### config.mk
export PLATFORM = sky130hd
export DESIGN_NAME = gpio_ctrl_flat
export DESIGN_NICKNAME = d
export VERILOG_FILES = /design/src/rtl/gpio_ctrl_if.sv /design/src/rtl/gpio_ctrl.sv /design/src/flat_wrapper.sv
export SDC_FILE = /design/constraint.sdc
export NUM_CORES = 1
export LEC_CHECK = 0
export ABC_CLOCK_PERIOD_IN_PS = 2400
export CORE_MARGIN = 3
export CORE_UTILIZATION = 56
export DETAILED_ROUTE_END_ITERATION = 10
export PLACE_DENSITY = 0.89
export SLEW_MARGIN = 20
export SYNTH_ARGS = -nofsm -noshare
export SYNTH_HDL_FRONTEND = slang
export SYNTH_SLANG_ARGS = --single-unit
### constraint.sdc
create_clock -name clock -period 2.4 [get_ports clock]
set_input_delay 0.48 -clock clock [delete_from_list [all_inputs] [get_ports clock]]
set_output_delay 0.48 -clock clock [all_outputs]
set_load 0.02 [all_outputs]
### src/rtl/gpio_ctrl_if.sv
// gpio_ctrl_if: CPU-side register bus and interrupt line of gpio_ctrl.
interface gpio_ctrl_if;
    logic [2:0] addr;
    logic       wr_en;
    logic       rd_en;
    logic [7:0] wdata;
    logic [7:0] rdata;
    logic       rd_valid;
    logic       irq;

    modport master (
        output addr, wr_en, rd_en, wdata,
        input  rdata, rd_valid, irq
    );

    modport slave (
        input  addr, wr_en, rd_en, wdata,
        output rdata, rd_valid, irq
    );
endinterface

### src/rtl/gpio_ctrl.sv
// gpio_ctrl: switch/LED peripheral with 2-flop sync, per-bit debounce, rising-edge capture,
// masked level interrupt and register bus. Define GPIO_PWM_EN to add an 8-bit PWM LED dimmer.
module gpio_ctrl #(
    parameter int unsigned SW_WIDTH        = 4,
    parameter int unsigned LED_WIDTH       = 4,
    parameter int unsigned DEBOUNCE_CYCLES = 16
) (
    input  logic                 clock,
    input  logic                 reset,
    input  logic [SW_WIDTH-1:0]  switches,
    output logic [LED_WIDTH-1:0] LEDs,
    gpio_ctrl_if.slave           bus
);

    localparam int unsigned CNT_W = (DEBOUNCE_CYCLES > 1) ? $clog2(DEBOUNCE_CYCLES) : 1;
    localparam logic [CNT_W-1:0] CNT_MAX = CNT_W'(DEBOUNCE_CYCLES - 1);

    localparam logic [2:0] ADDR_LED  = 3'd0;
    localparam logic [2:0] ADDR_SW   = 3'd1;
    localparam logic [2:0] ADDR_EDGE = 3'd2;
    localparam logic [2:0] ADDR_MASK = 3'd3;
`ifdef GPIO_PWM_EN
    localparam logic [2:0] ADDR_PWM  = 3'd4;
`endif

    logic [SW_WIDTH-1:0]  r_sync1;
    logic [SW_WIDTH-1:0]  r_sync2;
    logic [SW_WIDTH-1:0]  r_stable;
    logic [CNT_W-1:0]     r_cnt [SW_WIDTH];
    logic [SW_WIDTH-1:0]  r_edge;
    logic [SW_WIDTH-1:0]  r_mask;
    logic [LED_WIDTH-1:0] r_led;
    logic [LED_WIDTH-1:0] r_leds;
    logic [7:0]           r_rdata;
    logic                 r_rd_valid;
    logic                 r_irq;

    logic [SW_WIDTH-1:0]  w_stable_nxt;
    logic [CNT_W-1:0]     w_cnt_nxt [SW_WIDTH];
    logic [SW_WIDTH-1:0]  w_rise;
    logic [SW_WIDTH-1:0]  w_edge_clr;
    logic [SW_WIDTH-1:0]  w_edge_nxt;
    logic [SW_WIDTH-1:0]  w_mask_nxt;
    logic [LED_WIDTH-1:0] w_led_nxt;
    logic [LED_WIDTH-1:0] w_led_drv;
    logic [7:0]           w_rd_mux;
    logic                 w_wr_led;
    logic                 w_wr_edge;
    logic                 w_wr_mask;
    logic                 w_unused;

    assign w_unused = ^bus.wdata;

    // Per-bit debounce: stable follows sw_sync only after DEBOUNCE_CYCLES differing cycles
    always_comb begin
        w_stable_nxt = r_stable;
        for (int i = 0; i < int'(SW_WIDTH); i++) begin
            w_cnt_nxt[i] = '0;
            if (r_sync2[i] != r_stable[i]) begin
                if (r_cnt[i] == CNT_MAX) begin
                    w_stable_nxt[i] = r_sync2[i];
                end else begin
                    w_cnt_nxt[i] = r_cnt[i] + CNT_W'(1);
                end
            end
        end
    end

    assign w_wr_led  = bus.wr_en && (bus.addr == ADDR_LED);
    assign w_wr_edge = bus.wr_en && (bus.addr == ADDR_EDGE);
    assign w_wr_mask = bus.wr_en && (bus.addr == ADDR_MASK);

    // A new rising edge beats a simultaneous write-1-to-clear
    assign w_rise     = w_stable_nxt & ~r_stable;
    assign w_edge_clr = w_wr_edge ? bus.wdata[SW_WIDTH-1:0] : '0;
    assign w_edge_nxt = (r_edge & ~w_edge_clr) | w_rise;
    assign w_mask_nxt = w_wr_mask ? bus.wdata[SW_WIDTH-1:0] : r_mask;
    assign w_led_nxt  = w_wr_led ? bus.wdata[LED_WIDTH-1:0] : r_led;

`ifdef GPIO_PWM_EN
    logic [7:0] r_pwm_cnt;
    logic [7:0] r_duty;
    logic [7:0] w_pwm_cnt_nxt;
    logic [7:0] w_duty_nxt;
    logic       w_wr_duty;

    assign w_wr_duty     = bus.wr_en && (bus.addr == ADDR_PWM);
    assign w_pwm_cnt_nxt = r_pwm_cnt + 8'd1;
    assign w_duty_nxt    = w_wr_duty ? bus.wdata : r_duty;
    // LED drive is registered, so gate with the counter/duty values that land this edge
    assign w_led_drv     = w_led_nxt & {LED_WIDTH{w_pwm_cnt_nxt < w_duty_nxt}};

    always_ff @(posedge clock or posedge reset) begin
        if (reset) begin
            r_pwm_cnt <= 8'd0;
            r_duty    <= 8'hFF;
        end else begin
            r_pwm_cnt <= w_pwm_cnt_nxt;
            r_duty    <= w_duty_nxt;
        end
    end
`else
    assign w_led_drv = w_led_nxt;
`endif

    // Read mux sees pre-write register values
    always_comb begin
        w_rd_mux = '0;
        case (bus.addr)
            ADDR_LED:  w_rd_mux = 8'(r_led);
            ADDR_SW:   w_rd_mux = 8'(r_stable);
            ADDR_EDGE: w_rd_mux = 8'(r_edge);
            ADDR_MASK: w_rd_mux = 8'(r_mask);
`ifdef GPIO_PWM_EN
            ADDR_PWM:  w_rd_mux = r_duty;
`endif
            default:   w_rd_mux = '0;
        endcase
    end

    always_ff @(posedge clock or posedge reset) begin
        if (reset) begin
            r_sync1    <= '0;
            r_sync2    <= '0;
            r_stable   <= '0;
            r_edge     <= '0;
            r_mask     <= '0;
            r_led      <= '0;
            r_leds     <= '0;
            r_rdata    <= '0;
            r_rd_valid <= 1'b0;
            r_irq      <= 1'b0;
            for (int i = 0; i < int'(SW_WIDTH); i++) begin
                r_cnt[i] <= '0;
            end
        end else begin
            r_sync1    <= switches;
            r_sync2    <= r_sync1;
            r_stable   <= w_stable_nxt;
            r_edge     <= w_edge_nxt;
            r_mask     <= w_mask_nxt;
            r_led      <= w_led_nxt;
            r_leds     <= w_led_drv;
            r_rd_valid <= bus.rd_en;
            r_irq      <= |(r_edge & r_mask);
            if (bus.rd_en) begin
                r_rdata <= w_rd_mux;
            end
            for (int i = 0; i < int'(SW_WIDTH); i++) begin
                r_cnt[i] <= w_cnt_nxt[i];
            end
        end
    end

    assign LEDs         = r_leds;
    assign bus.rdata    = r_rdata;
    assign bus.rd_valid = r_rd_valid;
    assign bus.irq      = r_irq;

endmodule

### src/flat_wrapper.sv
// flat-port wrapper written by rule: the top's interface ports become plain ports
module gpio_ctrl_flat 
#(
    parameter int unsigned SW_WIDTH        = 4,
    parameter int unsigned LED_WIDTH       = 4,
    parameter int unsigned DEBOUNCE_CYCLES = 16
)
  (clock, reset, switches, LEDs, bus_addr, bus_wr_en, bus_rd_en, bus_wdata, bus_rdata, bus_rd_valid, bus_irq);
  gpio_ctrl_if bus_i ();
  input  logic clock;
  input  logic reset;
  input  logic [SW_WIDTH-1:0] switches;
  output logic [LED_WIDTH-1:0] LEDs;
  input wire logic [$bits(bus_i.addr)-1:0] bus_addr;
  input wire logic [$bits(bus_i.wr_en)-1:0] bus_wr_en;
  input wire logic [$bits(bus_i.rd_en)-1:0] bus_rd_en;
  input wire logic [$bits(bus_i.wdata)-1:0] bus_wdata;
  output wire logic [$bits(bus_i.rdata)-1:0] bus_rdata;
  output wire logic [$bits(bus_i.rd_valid)-1:0] bus_rd_valid;
  output wire logic [$bits(bus_i.irq)-1:0] bus_irq;
  assign bus_i.addr = bus_addr;
  assign bus_i.wr_en = bus_wr_en;
  assign bus_i.rd_en = bus_rd_en;
  assign bus_i.wdata = bus_wdata;
  assign bus_rdata = bus_i.rdata;
  assign bus_rd_valid = bus_i.rd_valid;
  assign bus_irq = bus_i.irq;
  gpio_ctrl #(.SW_WIDTH(SW_WIDTH), .LED_WIDTH(LED_WIDTH), .DEBOUNCE_CYCLES(DEBOUNCE_CYCLES)) u_core (.clock(clock), .reset(reset), .switches(switches), .LEDs(LEDs), .bus(bus_i));
endmodule
Word level (Yosys, flattened, before mapping)
Cells that the tools add are included.
{"block": "classes", "n_reduce_logical": 5, "add_sub_neg": 4, "bitwise": 6, "n_mux": 18, "n_eq_ne": 11}
{"op": "$mux W4", "count": 9}
{"op": "$add A4 B1 Y4 const B", "count": 4}
{"op": "$eq A4 B4 Y1 const B", "count": 4}
{"op": "$pmux W4 S4", "count": 1}
{"op": "$and A4 B4 Y4", "count": 3}
{"op": "$mux W1", "count": 8}
{"op": "$not A4 Y4", "count": 2}
{"op": "$eq A3 B2 Y1 const B", "count": 2}
{"op": "$ne A1 B1 Y1", "count": 4}
{"op": "$or A4 B4 Y4", "count": 1}
{"op": "$reduce_or A4 Y1", "count": 1}
{"op": "$eq A3 B1 Y1 const B", "count": 1}
{"op": "$logic_and A1 B1 Y1", "count": 3}
{"op": "$logic_not A3 Y1", "count": 1}
{"block": "totals", "register_bits": 50, "inputBits": 19, "elab_cells": 57, "output_inout_bits": 14}

Longest topological paths before layout
{"block": "depth", "ltp_word": 6, "mapped_depth": 4, "depth_no_buf": 4}

Worst setup path after synthesis
No wires, ideal clock.
{"block": "synth_path", "path_kind": "input-to-reg", "startpoint": "input port bus_addr[1]", "endpoint": "register u_core.r_led[0]", "n_path_buf": 1, "stages": 3, "setup_slack_ns": 0.945, "required_ns": 2.275, "setup_time_ns": 0.125, "arrival_ns": 1.330, "path_cell_list": "clkbuf_2 -> nor4b_4 -> mux2_2"}
{"block": "synth_via", "elab_chain_len": 2}
{"item": "start: declaration", "line": "flat_wrapper.sv:14", "text": "input wire logic [$bits(bus_i.addr)-1:0] bus_addr;"}
{"item": "$logic_not A3 Y1", "line": "gpio_ctrl.sv:69", "text": "assign w_wr_led = bus.wr_en && (bus.addr == ADDR_LED);"}
{"item": "$logic_and A1 B1 Y1", "line": "gpio_ctrl.sv:69"}
{"item": "end signal: assignment", "line": "gpio_ctrl.sv:142", "text": "r_led <= w_led_nxt;"}
{"item": "end: declaration", "line": "gpio_ctrl.sv:32", "text": "logic [LED_WIDTH-1:0] r_led;"}
No other way between the ends.
A chain may end at the register's enable or synchronous reset.

==> flow_summary.yaml <==
status:
  status: "finished clean"
floorplan:
  dieArea_um2: 4240
  die_w_um: 65.1
  ios: 33
  start_util_pct: 61.5
  die_h_um: 65.1
  core_um2: 3180
  fp-row-count: 20
route:
  drcViolationCount: 0
  antenna_left: 0
  drtIter0Drc: 111
  firstDrtPassIters: 4
  wl_um: 3390
  route.detailed.wl_per_inst_um: 15.6
  routed_via_density: 5.56
  vias: 1206
clock_tree:
  worstSkewPairLatency_ps: 340
  cts_tree: "done"
  numCtsBuffers: 5
  hold_buffers: 0
  clk_pin_slew_ps: 120
  root_buffer: "clkbuf_4"
  post_cts_buffers: 0
  cts_max_level: 2
  clock-sinks: 46
  clock_path_buffers: 2
  ctsResizeCount: 0
power:
  switching_share_pct: 25.3
  p_comb_share_pct: 16.4
  switchingPower_w: 0.000371
  leakage_nw: 1.04
  peakVddDrop_mv: 0.529
  powerDensity_nw_per_um2: 642
  seq_power_share_pct: 60.1
  cellInternalPower_w: 0.00110
  clockPowerShare_pct: 23.5
grt:
  antenna_found_initial: 0
  grt_pass1_vias: 1310
  grt_usage_pct: 19.1
  grt_max_degree: 27
  grt_overflow_total: 0
  grt_pass1_wl_um: 6010
logic_synthesis:
  synthesis.area_um2: 1960
  avgSynthCellArea_um2: 13.5
  synth.distinct_cells: 27
  synth_top_flop_cell: "dfrtp_1"
  syn_inst: 145
  synth_seq_cells: 46
  yosys_warnings: 0
  synth-async-reset-ratio_pct: 100
  synth_edf_count: 0
  ys_seq_area_share_pct: 58.9
worst_setup_path:
  required_ps: 1920
  reg2reg_from: "u_core.r_cnt[0]$_DFF_PP0_"
  max_stage_delay_ps: 620
  crit_start: "u_core.r_led[3]$_DFFE_PP0P_"
  endpoint_kind: "output pin"
  ff2ff_setup_slack_ps: 1120
  start_kind: "flop"
  critPathKind: "flop to output pin"
  crit_fanout: 3
  arrival_ps: 1350
  path_cells: "clkdlybuf4s50_1"
  critPathTopFamily: "buffers and inverters"
  cp_num_buf_inv: 1
  crit_slowest_cell: "clkdlybuf4s50_1"
place:
  port_buffers: 24
  routabilityCongestion: 0.718
  dp_hpwl_um: 2610
sta:
  drv_slew: 0
  fmax_ghz: 0.547
  finalHoldViolCount: 0
  setup_viol: 0
  worst_pin_slew_ps: 747
  setup_tns_ps: 0
  rsz0062_at_grt: "no"
  finalCriticalPeriod_ps: 1830
  post-route-period-util_pct: 76.2
  slew_headroom_pct: 49.9
  clock_skew_ps: 7.05
  holdWs_ps: 355
cells_and_area:
  area_growth_pct: 17.0
  nets: 197
  layout_commonest_cell: "dfrtp_1"
  antenna_cells: 0
  final_cell_mix: "dfrtp_1 (46), clkdlybuf4s50_1 (24), mux2_2 (12)"
  filler_cell_count: 232
  drive_gt1_share_pct: 12.7
min_path:
  hold_path.class: "flop to flop"
  min-delay-start: "u_core.r_sync1[2]$_DFF_PP0_"
job:
  maxCapViolations: 0
[final cells by class]
type	count	area [um^2]	share of cell area, %
flip-flops and latches	46	1150	50.3
well taps	44	55.1	2.41
multi-input cells	85	728	31.8
clock buffers	6	51.3	2.24
repair buffers	25	260	11.4
inverters	11	41.3	1.81
[power by group through the flow]
stage          Sequential (W)  Combinational [W]  Clock, W
2_1_floorplan        0.000914           0.000121         0
5_1_grt              0.000891           0.000261  0.000405
3_3_place_gp         0.000891           0.000230         0
4_1_cts              0.000882           0.000244  0.000365
3_5_place_dp         0.000897           0.000243         0
6_report             0.000882           0.000240  0.000346
[per-stage QoR]
stage	power, W	setup WS (ps)	instance area, um^2	instances	util, %
5_1_grt	0.00156	477	2290	217	72.0
3_3_place_gp	0.00112	320	2240	211	70.4
3_5_place_dp	0.00114	254	2240	211	70.4
2_1_floorplan	0.00103	832	1970	148	-
6_report	0.00147	571	2290	217	72.0
4_1_cts	0.00149	541	2290	217	72.0
[state kept, by name, indices dropped and copies added (netlist names)]
register             count
u_core.bus.irq           1
u_core.bus.rd_valid      1
u_core.bus.rdata         4
u_core.r_cnt            16
u_core.r_edge            4
u_core.r_led             4
u_core.r_mask            4
u_core.r_stable          4
u_core.r_sync1           4
u_core.r_sync2           4
[logic make-up after synthesis]
group,synth area share (%)
other cells,0.192
fa+ha+maj,2.56
buf+inv,4.48
simple gates,9.47
mux,12.1
compound gates,8.76
flops,58.9
xor+xnor,3.58
[final timing paths]
kind,end,cells past startpoint
worst max-delay path,LEDs[3],1
worst min-delay path,u_core.r_sync2[2]$_DFF_PP0_,0
worst max register to register,u_core.r_stable[3]$_DFF_PP0_,3
worst min register to register,u_core.r_sync2[2]$_DFF_PP0_,0
max in group asynchronous,u_core.r_cnt[10]$_DFF_PP0_,3
min in group asynchronous,u_core.r_sync2[2]$_DFF_PP0_,2
[synth_stat cells (2+ instances only)]
master / instances / area (um^2)
ha_1: 4 / 50.1
nand3_1: 4 / 20.0
dfrtp_1: 46 / 1150
a21oi_1: 4 / 20.0
nor2_1: 4 / 15.0
mux2_2: 12 / 135
o21ai_0: 2 / 10.0
a21o_1: 6 / 45.0
nand4b_1: 3 / 26.3
xnor2_1: 8 / 70.1
nor2b_1: 4 / 25.0
nand2_1: 5 / 18.8
buf_4: 4 / 30.0
a22oi_1: 2 / 15.0
o22ai_1: 4 / 25.0
a31oi_1: 2 / 12.5
a311oi_1: 5 / 43.8
mux4_1: 3 / 78.8
inv_1: 11 / 41.3
nor3b_1: 5 / 37.5
[metal layers]
metal | part of all wire (%) | routed length [um] | vias up | global-route usage, %
li1 | - | - | 571 | -
met3 | 5.3 | 181 | 5 | 6.32
met1 | 38 | 1270 | 600 | 21.7
met4 | 0.95 | 32 | 0 | 5.96
met5 | 0 | 0 | - | 0
met2 | 56 | 1900 | 30 | 33.8
(Power assumes the default switching activity.)
